$ cat src/rtl/receiver.sv
// ============================================================================
// Module   : receiver
// Function : 8N1-style UART receiver (odd parity + 7 data bits, MSB first),
//            sampled on an oversample tick, with parity/framing error flags.
// Revision : 1.0
// ============================================================================
`default_nettype none

module receiver #(
    parameter int OVERSAMPLE = 16
) (
    input  logic       clk,
    input  logic       resetN,
    input  logic       rx,
    input  logic       rx_en,
    output logic [6:0] data_out,
    output logic       valid,
    output logic       parity_err,
    output logic       frame_err,
    output logic       busy
);

    localparam int TW = (OVERSAMPLE > 2) ? $clog2(OVERSAMPLE) : 1;
    localparam logic [TW-1:0] C_HALF = TW'(OVERSAMPLE / 2 - 1);
    localparam logic [TW-1:0] C_LAST = TW'(OVERSAMPLE - 1);

    typedef enum logic [1:0] {
        S_IDLE  = 2'd0,
        S_START = 2'd1,
        S_DATA  = 2'd2,
        S_STOP  = 2'd3
    } state_t;

    state_t          state_q;
    logic [TW-1:0]   tcnt_q;
    logic [2:0]      bcnt_q;
    logic [7:0]      shreg_q;
    logic            sync1_q;
    logic            sync2_q;
    logic [6:0]      data_q;
    logic            valid_q;
    logic            perr_q;
    logic            ferr_q;
    logic            busy_q;

    logic            rx_s;
    logic [7:0]      shreg_d;

    assign rx_s    = sync2_q;
    assign shreg_d = {shreg_q[6:0], rx_s};

    always_ff @(posedge clk) begin
        if (!resetN) begin
            state_q <= S_IDLE;
            tcnt_q  <= '0;
            bcnt_q  <= '0;
            shreg_q <= '0;
            sync1_q <= 1'b1;
            sync2_q <= 1'b1;
            data_q  <= '0;
            valid_q <= 1'b0;
            perr_q  <= 1'b0;
            ferr_q  <= 1'b0;
            busy_q  <= 1'b0;
        end else begin
            sync1_q <= rx;
            sync2_q <= sync1_q;
            valid_q <= 1'b0;

            case (state_q)
                S_IDLE: begin
                    // Start detection is level-based on every clk, not gated by rx_en.
                    if (!rx_s) begin
                        tcnt_q  <= '0;
                        state_q <= S_START;
                        busy_q  <= 1'b1;
                    end
                end

                S_START: begin
                    if (rx_en) begin
                        if (tcnt_q == C_HALF) begin
                            if (!rx_s) begin
                                tcnt_q  <= '0;
                                bcnt_q  <= '0;
                                state_q <= S_DATA;
                            end else begin
                                state_q <= S_IDLE;
                                busy_q  <= 1'b0;
                            end
                        end else begin
                            tcnt_q <= tcnt_q + TW'(1);
                        end
                    end
                end

                S_DATA: begin
                    if (rx_en) begin
                        if (tcnt_q == C_LAST) begin
                            shreg_q <= shreg_d;
                            tcnt_q  <= '0;
                            bcnt_q  <= bcnt_q + 3'd1;
                            if (bcnt_q == 3'd7) begin
                                state_q <= S_STOP;
                            end
                        end else begin
                            tcnt_q <= tcnt_q + TW'(1);
                        end
                    end
                end

                S_STOP: begin
                    // Leave mid stop bit so a back-to-back start edge is not missed.
                    if (rx_en) begin
                        if (tcnt_q == C_LAST) begin
                            data_q  <= shreg_q[6:0];
                            perr_q  <= ~(^shreg_q);
                            ferr_q  <= ~rx_s;
                            valid_q <= 1'b1;
                            tcnt_q  <= '0;
                            state_q <= S_IDLE;
                            busy_q  <= 1'b0;
                        end else begin
                            tcnt_q <= tcnt_q + TW'(1);
                        end
                    end
                end

                default: begin
                    state_q <= S_IDLE;
                    busy_q  <= 1'b0;
                end
            endcase
        end
    end

    assign data_out   = data_q;
    assign valid      = valid_q;
    assign parity_err = perr_q;
    assign frame_err  = ferr_q;
    assign busy       = busy_q;

endmodule

`default_nettype wire
$ cat config.mk
export PLATFORM = sky130hd
export DESIGN_NAME = receiver
export DESIGN_NICKNAME = d
export VERILOG_FILES = /design/src/rtl/receiver.sv
export SDC_FILE = /design/constraint.sdc
export NUM_CORES = 1
export LEC_CHECK = 0
export ABC_AREA = 1
export CORE_ASPECT_RATIO = 0.8
export CORE_UTILIZATION = 34
export CTS_BUF_LIST = sky130_fd_sc_hd__clkbuf_4 sky130_fd_sc_hd__clkbuf_8
export CTS_CLUSTER_SIZE = 16
export DETAILED_ROUTE_END_ITERATION = 8
export MAX_ROUTING_LAYER = met4
export SLEW_MARGIN = 25
export SYNTH_ARGS = -nofsm -noshare
export SYNTH_HDL_FRONTEND = slang
export SYNTH_SLANG_ARGS = --single-unit
export TNS_END_PERCENT = 50
$ cat constraint.sdc
create_clock -name clk -period 1.8 [get_ports clk]
set_clock_uncertainty 0.15 [all_clocks]
set_input_delay 0.18 -clock clk [delete_from_list [all_inputs] [get_ports clk]]
set_output_delay 0.18 -clock clk [all_outputs]
set_load 0.02 [all_outputs]
==> impl_metrics.env, run 1 <==
export IMPL_run_status="complete, no violations"
export IMPL_seq_area_frac_synth=0.407
export IMPL_worst_path_dominant_cell_family="simple AND/OR/NAND/NOR gates"
export IMPL_antenna_left=0
export IMPL_worst_ep_arrival_time_ns=1.68
export IMPL_die_height_um=60.9
export IMPL_dieWidth_um=75.7
export IMPL_worst_pin_slew_ns=0.315
export IMPL_synth_area_leader_cell="dfxtp_1"
export IMPL_timing_fmax_ghz=0.602
export IMPL_fin_cells=288
export IMPL_synth_seq_cells=30
export IMPL_cpMostUsedCell="nand2_1"
export IMPL_layout_commonest_cell="nand2_1"
export IMPL_synthTopCellsByArea="dfxtp_1, nand2_1, a21oi_1"
export IMPL_p_leak_nw=0.791
export IMPL_grt_max_degree=25
export IMPL_drtIter0Drc=69
export IMPL_crit_chain="ha_2 -> nand3_2 -> nand2_1 -> nand2_1 -> nor2_2 -> nand2_1 -> nand3_1 -> nand2_1"
export IMPL_ir_worst_vdd_v=0.000471
export IMPL_clock_latency_ns=0.28
export IMPL_post_route_drc_count=0
export IMPL_combinationalPowerShare=0.122
export IMPL_clockPowerShare=0.390
export IMPL_overflow=0
export IMPL_routed_via_count=1332
export IMPL_min_path_cells=1
export IMPL_multi_input_area_um2=764
export IMPL_die_area_mm2=0.00461
export IMPL_grt_total_usage=0.166
export IMPL_wl_per_cell_um=10.7
export IMPL_cts_buffer_depth=2
export IMPL_p_sw_uw=375
export IMPL_grt_pass1_vias=1194
export IMPL_rsz0062_at_grt="no"
export IMPL_worst_path_stages=8
export IMPL_switching_share=0.259
export IMPL_synthesis_nets=217
export IMPL_dp_hpwl_um=2150
export IMPL_placed_cells=280
export IMPL_maxSlewViolCount=0
export IMPL_routed_wl_um=3080
export IMPL_antenna_found_initial=0
export IMPL_core_mm2=0.00418
export IMPL_worstPathRequired_ns=1.82
export IMPL_core_rowCount=21
export IMPL_clock_root_buffer="clkbuf_8"
export IMPL_crit_type="flip-flop to flip-flop"
export IMPL_drv_cap=0
export IMPL_worst_setup_path_end_kind="flip-flop"
export IMPL_reg2regPathDepth=8
export IMPL_cp_start_kind="flip-flop"
export IMPL_hold_violations=0
export IMPL_initial_core_util=0.353
export IMPL_cts_max_level=2
export IMPL_viasPerCell=4.63
export IMPL_port_buffers=14
export IMPL_path_max_fanout=5
export IMPL_timing_final_crit_share=0.922
export IMPL_path_buf_inv=0
export IMPL_layout_min_cycle_time_ns=1.66
export IMPL_netlist_area_mm2=0.00148
export IMPL_final_cell_mix="nand2_1, dfxtp_1, a21oi_1"
export IMPL_firstDrtPassIters=4
export IMPL_yosys_cell_types_count=27
export IMPL_intPower_mw=1.07
export IMPL_num_nets_final=237
export IMPL_avgSynthCellArea_um2=7.03
export IMPL_cp_slowest_stage_delay_ns=0.39
export IMPL_ios=15
export IMPL_nFillCells=436
export IMPL_regArea_um2=601
export IMPL_ys_warn_count=0
export IMPL_clkTransAtPathRegs_ns=0.06
export IMPL_max_slew_margin=0.789
export IMPL_synth_top_area_frac=0.407
export IMPL_crit_slowest_cell="dfxtp_1"
export IMPL_powerDensity_mw_per_mm2=800
export IMPL_seqPwrFrac=0.487
export IMPL_antenna_cells=0
export IMPL_drive_above_1_share=0.130
export IMPL_globalplace_congestion=0.869
export IMPL_worstHoldPathType="flip-flop to flip-flop"
export IMPL_setup_violations=0
export IMPL_syn_inst=210
export IMPL_grt_pass1_wl_um=5280
export IMPL_clock_sinks=30
export IMPL_numCtsBuffers=5
export IMPL_syn_to_final_growth_pct=22.7
export IMPL_reg2reg_setup_slack_ns=0.14
export IMPL_tns_ns=0
export IMPL_cts_tree="yes"
## power groups by stage
stage / logic, mW / registers, mW / clock network (mW)
2_1_floorplan: 0.112 / 0.720 / 0
3_3_place_gp: 0.172 / 0.719 / 0
3_5_place_dp: 0.173 / 0.719 / 0
4_1_cts: 0.174 / 0.704 / 0.589
5_1_grt: 0.206 / 0.707 / 0.614
6_report: 0.177 / 0.706 / 0.565
## flip-flops by register name, indices dropped and copies added (netlist names), named ones only
signal,cells
bcnt_q,3
busy,1
data_out,7
frame_err,1
parity_err,1
rx_s,1
shreg_q,8
state_q,1
sync1_q,1
tcnt_q,4
valid,1
## logic make-up after synthesis
| logic type | share of synthesized area |
|---|---|
| AOI/OAI and AO/OA | 0.157 |
| adders and majority gates | 0.0254 |
| and+or+nand+nor | 0.297 |
| DFF | 0.407 |
| buffers and inverters | 0.0839 |
| xor gates and xnor gates | 0.0297 |
## metrics by stage
step	util	hold WS [ns]	worst slack [ns]	cell area, um2	power (mW)
global route	0.434	0.278	0.0162	1810	1.53
global placement	0.408	0.245	0.133	1700	0.891
detailed placement	0.408	0.247	0.107	1700	0.892
floorplan	-	0.137	0.259	1480	0.833
finish	0.434	0.262	0.140	1810	1.45
CTS	0.431	0.261	0.104	1800	1.47
## cells in the mapped netlist, drive strengths merged
library cell / instances
a21oi: 22
clkbuf: 4
nor4: 1
xnor2: 3
ha: 3
nand4: 3
clkinv: 1
inv: 23
xor2: 2
and2b: 1
nand2: 57
nor3: 1
buf: 2
dfxtp: 30
nand3: 12
a211o: 1
nor2: 21
or2: 2
o21ai: 21
## timing repair
action | 4_1_cts | 5_1_grt
hold buffers | 0 | 0
gates resized for setup | 0 | 3
setup endpoints to repair | 0 | 9
buffers inserted | 0 | 0
## layout make-up
type,instances,area share
clock buffer,7,0.0497
tap,57,0.0394
timing repair buffer,19,0.105
sequential,30,0.331
clock inverter,1,0.00276
inverter,24,0.0497
multi-input combinational,150,0.422
## routing by layer
layer | wire length (um) | up-vias | GRT usage
met4 | 31 | 0 | 0.0714
met1 | 1680 | 581 | 0.216
met3 | 148 | 4 | 0.0465
met2 | 1220 | 26 | 0.242
li1 | - | 721 | -
met5 | 0 | - | -
## path summary, 6_finish.rpt
kind | start | end
setup / recovery | tcnt_q[0] | flip-flop
hold / removal | sync1_q | rx_s
setup reg to reg | tcnt_q[0] | flip-flop
hold reg to reg | sync1_q | rx_s
Power figures use the tool's default switching activity.
==> inputs of run 2 (changes only) <==
--- a/config.mk
+++ b/config.mk
@@ -5,9 +5,8 @@
 export SDC_FILE = /design/constraint.sdc
 export NUM_CORES = 1
 export LEC_CHECK = 0
-export ABC_AREA = 1
 export CORE_ASPECT_RATIO = 0.8
-export CORE_UTILIZATION = 34
+export CORE_UTILIZATION = 30
 export CTS_BUF_LIST = sky130_fd_sc_hd__clkbuf_4 sky130_fd_sc_hd__clkbuf_8
 export CTS_CLUSTER_SIZE = 16
 export DETAILED_ROUTE_END_ITERATION = 8
==> run 2 against run 1 <==
Net effect: cell area down 6.8%; register-to-register slack worse by 0.03 ns; sequential power down 4.1%; largest power group unchanged; count of clock-buffer cells in the layout down 1; critical path type unchanged.
==> impl_metrics.env, run 2 <==
export IMPL_worst_pin_slew_ns=0.281
export IMPL_cts_max_level=2
export IMPL_rsz0062_at_grt="yes"
export IMPL_ys_warn_count=0
export IMPL_overflow=0
export IMPL_drv_cap=0
export IMPL_initial_core_util=0.313
export IMPL_async_reset_ff_frac=0
export IMPL_drtIter0Drc=46
export IMPL_port_buffers=14
export IMPL_final_cell_mix="dfxtp_1, nand2_1, nor2_1"
export IMPL_nFillCells=432
export IMPL_grt_total_usage=0.123
export IMPL_timing_rr_start="tcnt_q[1]"
export IMPL_cts_buffer_depth=2
export IMPL_power_total_mw=1.30
export IMPL_worstHoldPathType="flip-flop to flip-flop"
export IMPL_reg2reg_setup_slack_ns=0.11
export IMPL_hold_violations=0
export IMPL_cp_start_kind="flip-flop"
export IMPL_dp_hpwl_um=1800
export IMPL_synth_area_leader_cell="dfxtp_1"
export IMPL_min_path_cells=1
export IMPL_die_area_mm2=0.00465
export IMPL_clkTransAtPathRegs_ns=0.06
export IMPL_routed_via_count=1045
export IMPL_grt_pass1_vias=962
export IMPL_netlist_area_mm2=0.00131
export IMPL_dieWidth_um=76.0
export IMPL_clock_sinks=30
export IMPL_maxSlewViolCount=0
export IMPL_placed_area_mm2=0.00156
export IMPL_clock_latency_ns=0.28
export IMPL_grt_max_degree=26
export IMPL_syn_inst=143
export IMPL_fin_hold_ws_ns=0.264
export IMPL_powerDensity_mw_per_mm2=769
export IMPL_max_slew_margin=0.811
export IMPL_synth_seq_cells=30
export IMPL_crit_type="flip-flop to flip-flop"
export IMPL_holdPathEnd="rx_s"
export IMPL_setup_violations=0
export IMPL_synth_common_cells="dfxtp_1, nand2_1, nor2_1"
export IMPL_largest_register="shreg_q"
export IMPL_routed_wl_um=2600
export IMPL_multi_input_area_um2=689
export IMPL_ios=15
export IMPL_cts_tree="yes"
export IMPL_syn_to_final_growth_pct=28.6
export IMPL_antenna_left=0
export IMPL_final_util=0.402
export IMPL_antenna_found_initial=0
export IMPL_grtUsageMet1=0.144
export IMPL_worstPathRequired_ns=1.82
export IMPL_synthTopCellsByArea="dfxtp_1, mux2i_1, xnor2_1"
export IMPL_rr_endpoint="shreg_q[6]"
export IMPL_worst_setup_path_end_kind="flip-flop"
export IMPL_antenna_cells=0
export IMPL_synth_most_common_cell="dfxtp_1"
export IMPL_viasPerCell=4.62
export IMPL_synth_top_area_frac=0.457
export IMPL_met2_usage=0.186
export IMPL_regArea_um2=602
export IMPL_p_leak_nw=0.580
export IMPL_avgSynthCellArea_um2=9.19
export IMPL_synth_edf_count=0
export IMPL_firstDrtPassIters=4
export IMPL_grt_pass1_wl_um=4200
export IMPL_yosys_cell_types_count=32
export IMPL_path_max_fanout=4
export IMPL_drive_above_1_share=0.160
export IMPL_timing_fmax_ghz=0.591
export IMPL_ir_worst_vdd_v=0.000335
export IMPL_postCtsSetupBuffers=0
export IMPL_core_mm2=0.00420
export IMPL_dp_worst_setup_slack_ns=-0.0104
export IMPL_run_status="complete, no violations"
export IMPL_layout_min_cycle_time_ns=1.69
export IMPL_grt_util_met3=0.0474
export IMPL_ys_flop_type="dfxtp_1"
export IMPL_clock_root_buffer="clkbuf_8"
export IMPL_largest_reg_flops=8
export IMPL_die_height_um=61.2
export IMPL_top_usage_layer="met2"
export IMPL_layout_commonest_cell="dfxtp_1"
export IMPL_worst_ep_arrival_time_ns=1.71
export IMPL_num_nets_final=175
export IMPL_wl_per_cell_um=11.5
export IMPL_globalplace_congestion=0.840
export IMPL_reg2regPathDepth=6
export IMPL_cts_hold_buffers=0
export IMPL_timing_final_crit_share=0.940
export IMPL_post_route_drc_count=0
export IMPL_core_rowCount=21
export IMPL_final_cell_area_mm2=0.00169
export IMPL_min_from="sync1_q"
export IMPL_numCtsBuffers=5
export IMPL_finalWorstSetupSlack_ns=0.108
export IMPL_seq_area_frac_synth=0.457
export IMPL_synthesis_nets=150
[run 2: layout make-up]
type,instances,area share
clock inverters,2,0.00741
well taps,57,0.0422
flip-flops and latches,30,0.356
clock buffers,6,0.0489
inverters,3,0.00667
multi-input cells,103,0.408
repair buffers,25,0.130
[run 2: where the power goes]
| group | total (mW) | switching (mW) | leakage, nW | internal (mW) |
|---|---|---|---|---|
| Sequential | 0.677 | 0.00640 | 0.243 | 0.671 |
| Combinational | 0.0615 | 0.0334 | 0.290 | 0.0281 |
| Clock | 0.560 | 0.253 | 0.0472 | 0.307 |
| Total | 1.30 | 0.293 | 0.580 | 1.01 |
[run 2: worst max path at each step]
stage                       endpoint      start  slack (ns)
after floorplan           shreg_q[6]  tcnt_q[0]        0.16
after global placement    parity_err      rx_en        0.02
after detailed placement  parity_err      rx_en       -0.01
after CTS                 parity_err  tcnt_q[0]        0.04
after global routing      shreg_q[4]  tcnt_q[1]      -0.005
final                     shreg_q[6]  tcnt_q[1]        0.11
[run 2: cell families (layout without fill, tap and decap cells)]
family	after synthesis	after routing	share of synthesized area
adders and majority gates	3	3	0.0286
and+or+nand+nor	55	55	0.214
muxes	12	12	0.0914
DFF	30	30	0.457
AOI/OAI and AO/OA	25	25	0.117
xor gates and xnor gates	8	8	0.0533
buffers and inverters	10	36	0.0381
[run 2: what timing repair did]
item	in CTS	in global routing
hold endpoints to repair	0	0
setup endpoints to repair	0	19
resized for setup	0	7
[run 2: worst max-delay path, cell delays in order, from the launching register on]
cell     delay (ns)
dfxtp_1        0.37
ha_2           0.24
nand3_4        0.14
nor3_4         0.22
buf_2          0.21
mux2i_1        0.19
nor2_1         0.05
[run 2: per-layer routing]
metal	vias to the layer above	share of wire
li1	540	-
met1	479	0.49
met2	20	0.45
met3	6	0.038
met4	0	0.024
met5	-	0
[run 2: through the flow]
| step | std cells | TNS (ns) |
|---|---|---|
| after floorplan | 143 | 0 |
| after global placement | 217 | 0 |
| after detailed placement | 217 | -0.0108 |
| after CTS | 225 | 0 |
| after global routing | 226 | -0.00527 |
| final | 226 | 0 |
